**config.mk**
```make
export PLATFORM = sky130hd
export DESIGN_NAME = multiply_delta_seq
export DESIGN_NICKNAME = d
export VERILOG_FILES = /design/src/rtl/multiply_delta_seq.sv
export SDC_FILE = /design/constraint.sdc
export NUM_CORES = 1
export LEC_CHECK = 0
export ABC_AREA = 1
export CAP_MARGIN = 20
export CORE_MARGIN = 4
export CORE_UTILIZATION = 64
export DETAILED_ROUTE_END_ITERATION = 10
export GPL_TIMING_DRIVEN = 1
export PLACE_DENSITY = 0.9
export SETUP_SLACK_MARGIN = 0.5
export SYNTH_ARGS = -nofsm -noshare
export SYNTH_HDL_FRONTEND = slang
export SYNTH_SLANG_ARGS = --single-unit
```
**constraint.sdc**
```tcl
create_clock -name clk -period 8.8 [get_ports clk]
set_clock_uncertainty 0.05 [all_clocks]
set_input_delay 0.88 -clock clk [delete_from_list [all_inputs] [get_ports clk]]
set_output_delay 0.88 -clock clk [all_outputs]
set_load 0.01 [all_outputs]
```
**src/rtl/multiply_delta_seq.sv**
```systemverilog
// Output-layer delta stage: delta = |add_val| * out_exp / SCALE per channel, one shared multiplier
// and a bit-serial restoring divider. Define DELTA_ROUND_EN to round to nearest instead of truncating.
module multiply_delta_seq #(
  parameter int CH    = 5,
  parameter int W     = 10,
  parameter int SCALE = 1000
) (
  input  logic            clk,
  input  logic            rst_n,
  input  logic            start,
  input  logic [CH*W-1:0] add_val,
  input  logic [CH*W-1:0] out_exp,
  output logic            busy,
  output logic            done,
  output logic [CH-1:0]   sign_o,
  output logic [CH*W-1:0] delta_o
);

  localparam int DW  = 2 * W;
  localparam int CHW = (CH > 1) ? $clog2(CH) : 1;
  localparam int CW  = $clog2(DW);
  localparam logic [DW:0]    SCALE_V  = (DW + 1)'(SCALE);
  localparam logic [CHW-1:0] CH_LAST  = CHW'(CH - 1);
  localparam logic [CW-1:0]  CNT_LAST = CW'(DW - 1);
`ifdef DELTA_ROUND_EN
  localparam logic [DW:0]    HALF_V   = (DW + 1)'(SCALE / 2);
`endif

  typedef enum logic [2:0] {S_IDLE, S_MUL, S_DIV, S_WR, S_DONE} state_t;
  state_t state_reg, state_next;

  logic [W-1:0]    add_in  [CH];
  logic [W-1:0]    exp_in  [CH];
  logic [W-1:0]    add_reg [CH];
  logic [W-1:0]    exp_reg [CH];
  logic [CHW-1:0]  ch_reg;
  logic [CW-1:0]   cnt_reg;
  logic [DW-1:0]   dvd_reg;
  logic [DW-1:0]   rem_reg;
  logic [DW-1:0]   quo_reg;
  logic [CH*W-1:0] shadow_delta_reg;
  logic [CH-1:0]   shadow_sign_reg;

  logic [W-1:0]    cur_add, cur_exp, abs_val, quo_sat;
  logic [DW-1:0]   prod, rem_next;
  logic [DW:0]     dvd_full, trial, rem_step;
  logic            q_bit;
  logic [CH*W-1:0] shadow_next;

  genvar gi;
  generate
    for (gi = 0; gi < CH; gi++) begin : g_unpack
      assign add_in[gi] = add_val[gi*W +: W];
      assign exp_in[gi] = out_exp[gi*W +: W];
    end
  endgenerate

  assign cur_add = add_reg[ch_reg];
  assign cur_exp = exp_reg[ch_reg];
  // Two's-complement negate in W bits; the most negative value maps to 2^(W-1) as unsigned.
  assign abs_val = cur_add[W-1] ? (W'(0) - cur_add) : cur_add;
  assign prod    = DW'(abs_val) * DW'(cur_exp);
`ifdef DELTA_ROUND_EN
  assign dvd_full = {1'b0, prod} + HALF_V;
`else
  assign dvd_full = {1'b0, prod};
`endif

  // Remainder stays below SCALE, so the shifted trial value always fits in DW+1 bits.
  assign trial    = {rem_reg, dvd_reg[DW-1]};
  assign q_bit    = (trial >= SCALE_V);
  assign rem_step = q_bit ? (trial - SCALE_V) : trial;
  assign rem_next = rem_step[DW-1:0];
  assign quo_sat  = (|quo_reg[DW-1:W]) ? {W{1'b1}} : quo_reg[W-1:0];

  always_comb begin
    shadow_next = shadow_delta_reg;
    shadow_next[ch_reg*W +: W] = quo_sat;
  end

  always_ff @(posedge clk or negedge rst_n) begin
    if (!rst_n) state_reg <= S_IDLE;
    else        state_reg <= state_next;
  end

  always_comb begin
    state_next = state_reg;
    case (state_reg)
      S_IDLE: if (start) state_next = S_MUL;
      S_MUL:  state_next = S_DIV;
      S_DIV:  if (cnt_reg == CNT_LAST) state_next = S_WR;
      S_WR:   state_next = (ch_reg == CH_LAST) ? S_DONE : S_MUL;
      S_DONE: state_next = S_IDLE;
      default: state_next = S_IDLE;
    endcase
  end

  assign busy = (state_reg != S_IDLE);
  assign done = (state_reg == S_DONE);

  always_ff @(posedge clk or negedge rst_n) begin
    if (!rst_n) begin
      for (int i = 0; i < CH; i++) begin
        add_reg[i] <= '0;
        exp_reg[i] <= '0;
      end
      ch_reg           <= '0;
      cnt_reg          <= '0;
      dvd_reg          <= '0;
      rem_reg          <= '0;
      quo_reg          <= '0;
      shadow_delta_reg <= '0;
      shadow_sign_reg  <= '0;
      delta_o          <= '0;
      sign_o           <= '0;
    end else begin
      case (state_reg)
        S_IDLE: begin
          if (start) begin
            for (int i = 0; i < CH; i++) begin
              add_reg[i] <= add_in[i];
              exp_reg[i] <= exp_in[i];
            end
            ch_reg <= '0;
          end
        end
        S_MUL: begin
          // The extra rounding bit seeds the remainder so DIV still takes DW cycles.
          dvd_reg <= dvd_full[DW-1:0];
          rem_reg <= {{(DW-1){1'b0}}, dvd_full[DW]};
          quo_reg <= '0;
          cnt_reg <= '0;
          shadow_sign_reg[ch_reg] <= cur_add[W-1];
        end
        S_DIV: begin
          rem_reg <= rem_next;
          quo_reg <= {quo_reg[DW-2:0], q_bit};
          dvd_reg <= {dvd_reg[DW-2:0], 1'b0};
          cnt_reg <= cnt_reg + CW'(1);
        end
        S_WR: begin
          shadow_delta_reg <= shadow_next;
          if (ch_reg == CH_LAST) begin
            delta_o <= shadow_next;
            sign_o  <= shadow_sign_reg;
          end else begin
            ch_reg <= ch_reg + CHW'(1);
          end
        end
        default: ;
      endcase
    end
  end

endmodule

```
# --- Word level (Yosys, flattened, before mapping) ---
# Cells that the tools add are included.
classes:
  div: 0
  bitwise_logic: 1
  n_mux: 24
  eq_ne: 9
  multipliers: 2
  order_cmp: 4
  n_reduce_logical: 10
  n_shift: 2
  n_addsub: 5
ops:
  columns: ["cell", "count"]
  rows:
  - ["$pmux W20 S2", 3]
  - ["$bmux W10 S3", 2]
  - ["$mux W10", 6]
  - ["$bwmux W50", 1]
  - ["$shift A10 B34 Y50 const A", 1]
  - ["$shiftx A10 B34 Y50", 1]
  - ["$neg A7 Y34", 1]
  - ["$ge A21 B10 Y1 const B", 1]
  - ["$mul A10 B10 Y20", 1]
  - ["$mux W20", 1]
  - ["$sub A20 B10 Y20 const B", 1]
  - ["$mux W3", 5]
  - ["$pmux W3 S4", 1]
  - ["$pmux W5 S2", 1]
  - ["$reduce_or A10 Y1", 1]
  - ["$sub A1 B10 Y10 const A", 1]
  - ["$eq A3 B2 Y1 const B", 2]
  - ["$eq A3 B3 Y1 const B", 2]
  - ["$mul A3 B3 Y6 const B", 1]
  - ["$ne A2 B2 Y1 const B", 3]
  - ["$pmux W3 S2", 1]
  - ["$reduce_and A2 Y1", 3]
  - ["$add A5 B1 Y5 const B", 1]
  - ["$bwmux W5", 1]
  - ["other kinds (14)", 15]
totals:
  ramBits: 0
  elab_cells: 77
  reg_bits: 281
  memories: 0
  latchBits: 0
  mem_bits_ro: 0
  in_bits: 103
  out_inout_bits: 57

# --- Longest topological paths before layout ---
logic_depth:
  ltp_word: 8
  ltp_mapped: 35
  depth_no_buf: 34

# --- Worst setup path before layout ---
# No wires, ideal clock.
synth_timing:
  kind: "reg-to-reg"
  startpoint: "reg ch_reg[1]"
  endpoint: "reg dvd_reg[14]"
  setup_slack_ns: 2.753
  path_buffers: 0
  t_arrival_ns: 5.874
  setup_time_ns: 0.123
  synth_period_minus_slack_ns: 6.047
  path_stages_with_launch: 32
  required_time_ns: 8.627
  cell_sequence: "dfrtp_1 inv_2 nor2_1 nand2_2 inv_2 nand2_1 nand3_1 nor2_4 ha_1 nand2_1 nor2_2 nand3_2 nand3b_2 nand3_1 fa_1 inv_1 fa_1 inv_1 fa_1 fa_1 fa_1 inv_1 ha_1 nand2_1 inv_1 nand3_1 o21ai_0 nand2_1 o21ai_0 a21oi_1 o21ai_0 nand2_1"
synth_via:
  elab_chain_len: 8
  elab_cells_between_ends: 11
  classes_between: "1 x add/sub; 1 x mul; 8 x mux; 1 x bitwise"
synth_rtl:
  columns: ["item", "line_no", "text"]
  rows:
  - ["start, declared", "36", "logic [CHW-1:0] ch_reg;"]
  - ["start signal, assigned", "147", "ch_reg <= ch_reg + CHW'(1);"]
  - ["$not A3 Y4 (not written as such) (*)", "58, 59", null]
  - ["$bmux W10 S3", "58", "assign cur_add = add_reg[ch_reg];"]
  - ["$mux W10 (not written as such) (2 in a row)", "58", null]
  - ["$sub A1 B10 Y10", "61", "assign abs_val = cur_add[W-1] ? (W'(0) - cur_add) : cur_add;"]
  - ["$mux W10", "61", null]
  - ["$mul A10 B10 Y20 (*)", "62", "assign prod = DW'(abs_val) * DW'(cur_exp);"]
  - ["$pmux W20 S2 (*)", "117", "case (state_reg)"]
  - ["end signal, assigned", "129", "dvd_reg <= dvd_full[DW-1:0];"]
  - ["end signal, assigned", "138", "dvd_reg <= {dvd_reg[DW-2:0], 1'b0};"]
  - ["end, declared", "38", "logic [DW-1:0] dvd_reg;"]
# Mark *: on every way between the ends. The rest lies on a longest branch, timed or not. The select of a mux whose other input is x is not followed.
# A chain may end at the register's enable or synchronous reset.

# --- Final worst setup path ---
layout_timing:
  startpoint: "reg ch_reg[0]"
  endpoint: "reg dvd_reg[14]"
# The elaborated chain is that of the path after synthesis.

==> metrics.txt <==
first-pass GRT wire length=between 80 and 90 mm; Synth warnings=0; Reg clk slew, reported paths=approximately 70 ps; gr ovfl total=0; most frequent cell on the critical path=nand2_1; Clock Latency Late Sink=approximately 550 ps; Synth Register Bits=281; Simple-Gate Fraction of Synth Area=between 30% and 40%; slowest cell on the critical path=dfrtp_1; drt drc=0; first-pass detailed-route iteration total=6; Worst Tran Pin Value=1170 ps; Setup-failing EPs final=0; die width=~180 um; Synth Flop Type=dfrtp_1; r2r startpoint=ch_reg[0]$_DFFE_PN0P_; Rows=60; CP endpoint kind=flop; PortBufs=159; routed length on met1=around 21 mm; post-synth design cell area=~18000 um2; HPWL after DPL=~36 mm; worst reg-to-reg setup slack=1430 ps; postcts setup bufs=0; Detailed Route WL=51.1 mm; register area share after synthesis=39.3%; num ports=160; post-route setup TNS=0 ps; hold buffers post-CTS=0; Yosys top cell by area=dfrtp_1; CTS Root Cell=clkbuf_16; reg2reg end=dvd_reg[14]$_DFFE_PN0P_; Worst Reg-to-Reg Cells=28; Via Count=between 15000 and 20000; ys async rst share=100%; Hold Violations, Final=0; met3 wire length=4.46 mm; cells after synthesis=between 2000 and 2500; die area=30700 um2; Final ANT Viol Nets=0; CTS sink cnt=between 200 and 300; final worst-path cycle share=83.8%; Synthesized Nets=between 2000 and 3000; syn_area_per_cell=7.58 um2; kind of critical path=flop to flop; largest net degree at the start of global routing=150; fill count=1942; Max stage delay on crit path=770 ps; Hold Crit Class=primary input to async pin; GPL Wtd Cong=0.974; average vias per placed instance=5.84; Post-synth EDFFs=0; synthesis-to-layout area growth=15.2%; largest family of logic cells by synthesized area=simple AND/OR/NAND/NOR gates; post-synthesis adder-cell area fraction=11.7%; Compound-Gate Fraction of Synth Area=7.97%; CTS H-tree depth=1; area of the multi-input gates=9440 um2; initial antenna violation count=0; DR top layer=met4; Met2 Wirelength=24.0 mm; post-synth top area share=39.3%; Tot GR Track Use=33.2%; relative slew slack=21.5%; Initial DRC Count=between 1500 and 2000; nets=2704; top-count cell post-synth=nand2_1; TritonCTS clock tree=yes; worst-path maximum fanout=27; Initial Util=65.6%; share of cells above drive strength 1=6.06%; Core ar.=27300 um2; outcome=finished clean; FF/Latch Area=7030 um2; Cell variety after synth=51; Arr. time, crit path=7760 ps; CTS buffer count=29; FMAX=about 0.14 GHz; Max clock buf depth=3; post-CTS resize count=0; vias in the first global route=16800; Die Height=175 um; mux contribution to synthesized area=0%; CP Data Required Time=slightly above 9000 ps; WL per Instance=approximately 18 um; max_cap viols=0; xor and xnor area share after synthesis=0.980%; RSZ-0062 raised after global routing=false; commonest cells in the netlist=840 x nand2_1, 281 x dfrtp_1, 280 x nand3_1; top post-synthesis cells by area=dfrtp_1 39%, nand2_1 18%, nand3_1 7.8%; Final min period=7370 ps; Slew Viols, Final=0; critical path launch point type=flop; Ant. Diodes=0
-- worst max path at each step --
stage                                      from                      end  cells past startpoint  slack [ps]
after detailed placement  ch_reg[0]$_DFFE_PN0P_  dvd_reg[14]$_DFFE_PN0P_                     29        1500
after global routing      ch_reg[0]$_DFFE_PN0P_  dvd_reg[14]$_DFFE_PN0P_                     29         770
final                     ch_reg[0]$_DFFE_PN0P_  dvd_reg[14]$_DFFE_PN0P_                     28        1430
after CTS                 ch_reg[0]$_DFFE_PN0P_  dvd_reg[14]$_DFFE_PN0P_                     29        1500
after global placement    ch_reg[0]$_DFFE_PN0P_  dvd_reg[14]$_DFFE_PN0P_                     29        1720
after floorplan           ch_reg[1]$_DFFE_PN0P_  dvd_reg[14]$_DFFE_PN0P_                     31        2750
-- cell families after synthesis --
| group | Yosys count |
|---|---|
| flip-flops | 281 |
| XOR/XNOR | 20 |
| adder cells (fa/ha/maj) | 130 |
| AND/OR/NAND/NOR | 1352 |
| buffers and inverters | 354 |
| AO/OA/AOI/OAI | 221 |
-- placed cells by master, fill, tap and decap left out, types with 4 or more instances in the layout --
cell               n
nand2_1          839
dfrtp_1          281
nand3_1          280
inv_1            235
clkdlybuf4s50_1  158
nor2_1           139
o21ai_0           78
ha_1              68
fa_1              62
a21oi_1           53
o22ai_1           36
clkbuf_16         29
nand4_1           26
inv_2             24
or2_2             18
xor2_1            14
o211ai_1          11
buf_4             11
nand2_2           10
nor3_1            10
nor3_2             8
nor2_4             7
o21ai_1            7
clkbuf_1           7
nor2_2             6
a2111oi_4          6
xnor2_1            6
clkbuf_8           6
nand3_2            5
o221ai_1           5
o21bai_1           5
a22o_1             4
-- through the flow --
| step | setup WS (ps) | utilization (%) | std cells | instance area [um2] | hold slack, ps |
|---|---|---|---|---|---|
| global placement | 1720 | 72.0 | 2811 | 19600 | 400 |
| detailed placement | 1500 | 72.1 | 2812 | 19700 | 408 |
| CTS | 1500 | 75.6 | 2863 | 20600 | 418 |
| finish | 1430 | 75.6 | 2863 | 20600 | 330 |
| global route | 772 | 75.6 | 2863 | 20600 | 440 |
| floorplan | 2750 | - | 2358 | 17900 | 384 |
-- worst max-delay path: cells and delay by family (launching register included) --
| family | cells | cell delay [ps] |
|---|---|---|
| fa+ha+maj | 7 | 3260 |
| buf+inv | 4 | 560 |
| simple gates | 12 | 1740 |
| flops | 1 | 770 |
| compound gates | 5 | 860 |
-- final cells by class --
| class | instances | share of cell area, % |
|---|---|---|
| clock buffers | 42 | 4.05 |
| clock inverters | 9 | 0.528 |
| inverters | 264 | 4.85 |
| multi-input cells | 1723 | 45.8 |
| flip-flops and latches | 281 | 34.1 |
| well taps | 372 | 2.26 |
| repair buffers | 172 | 8.38 |
-- per-layer routing --
layer	up-vias	GRT usage [%]
met5	-	0
met4	0	12.8
met3	141	6.06
met2	864	55.1
met1	7949	43.8
li1	7765	-
Power is not shown: default switching activity piles up to over one toggle a cycle in this logic, so the estimate is an artifact.
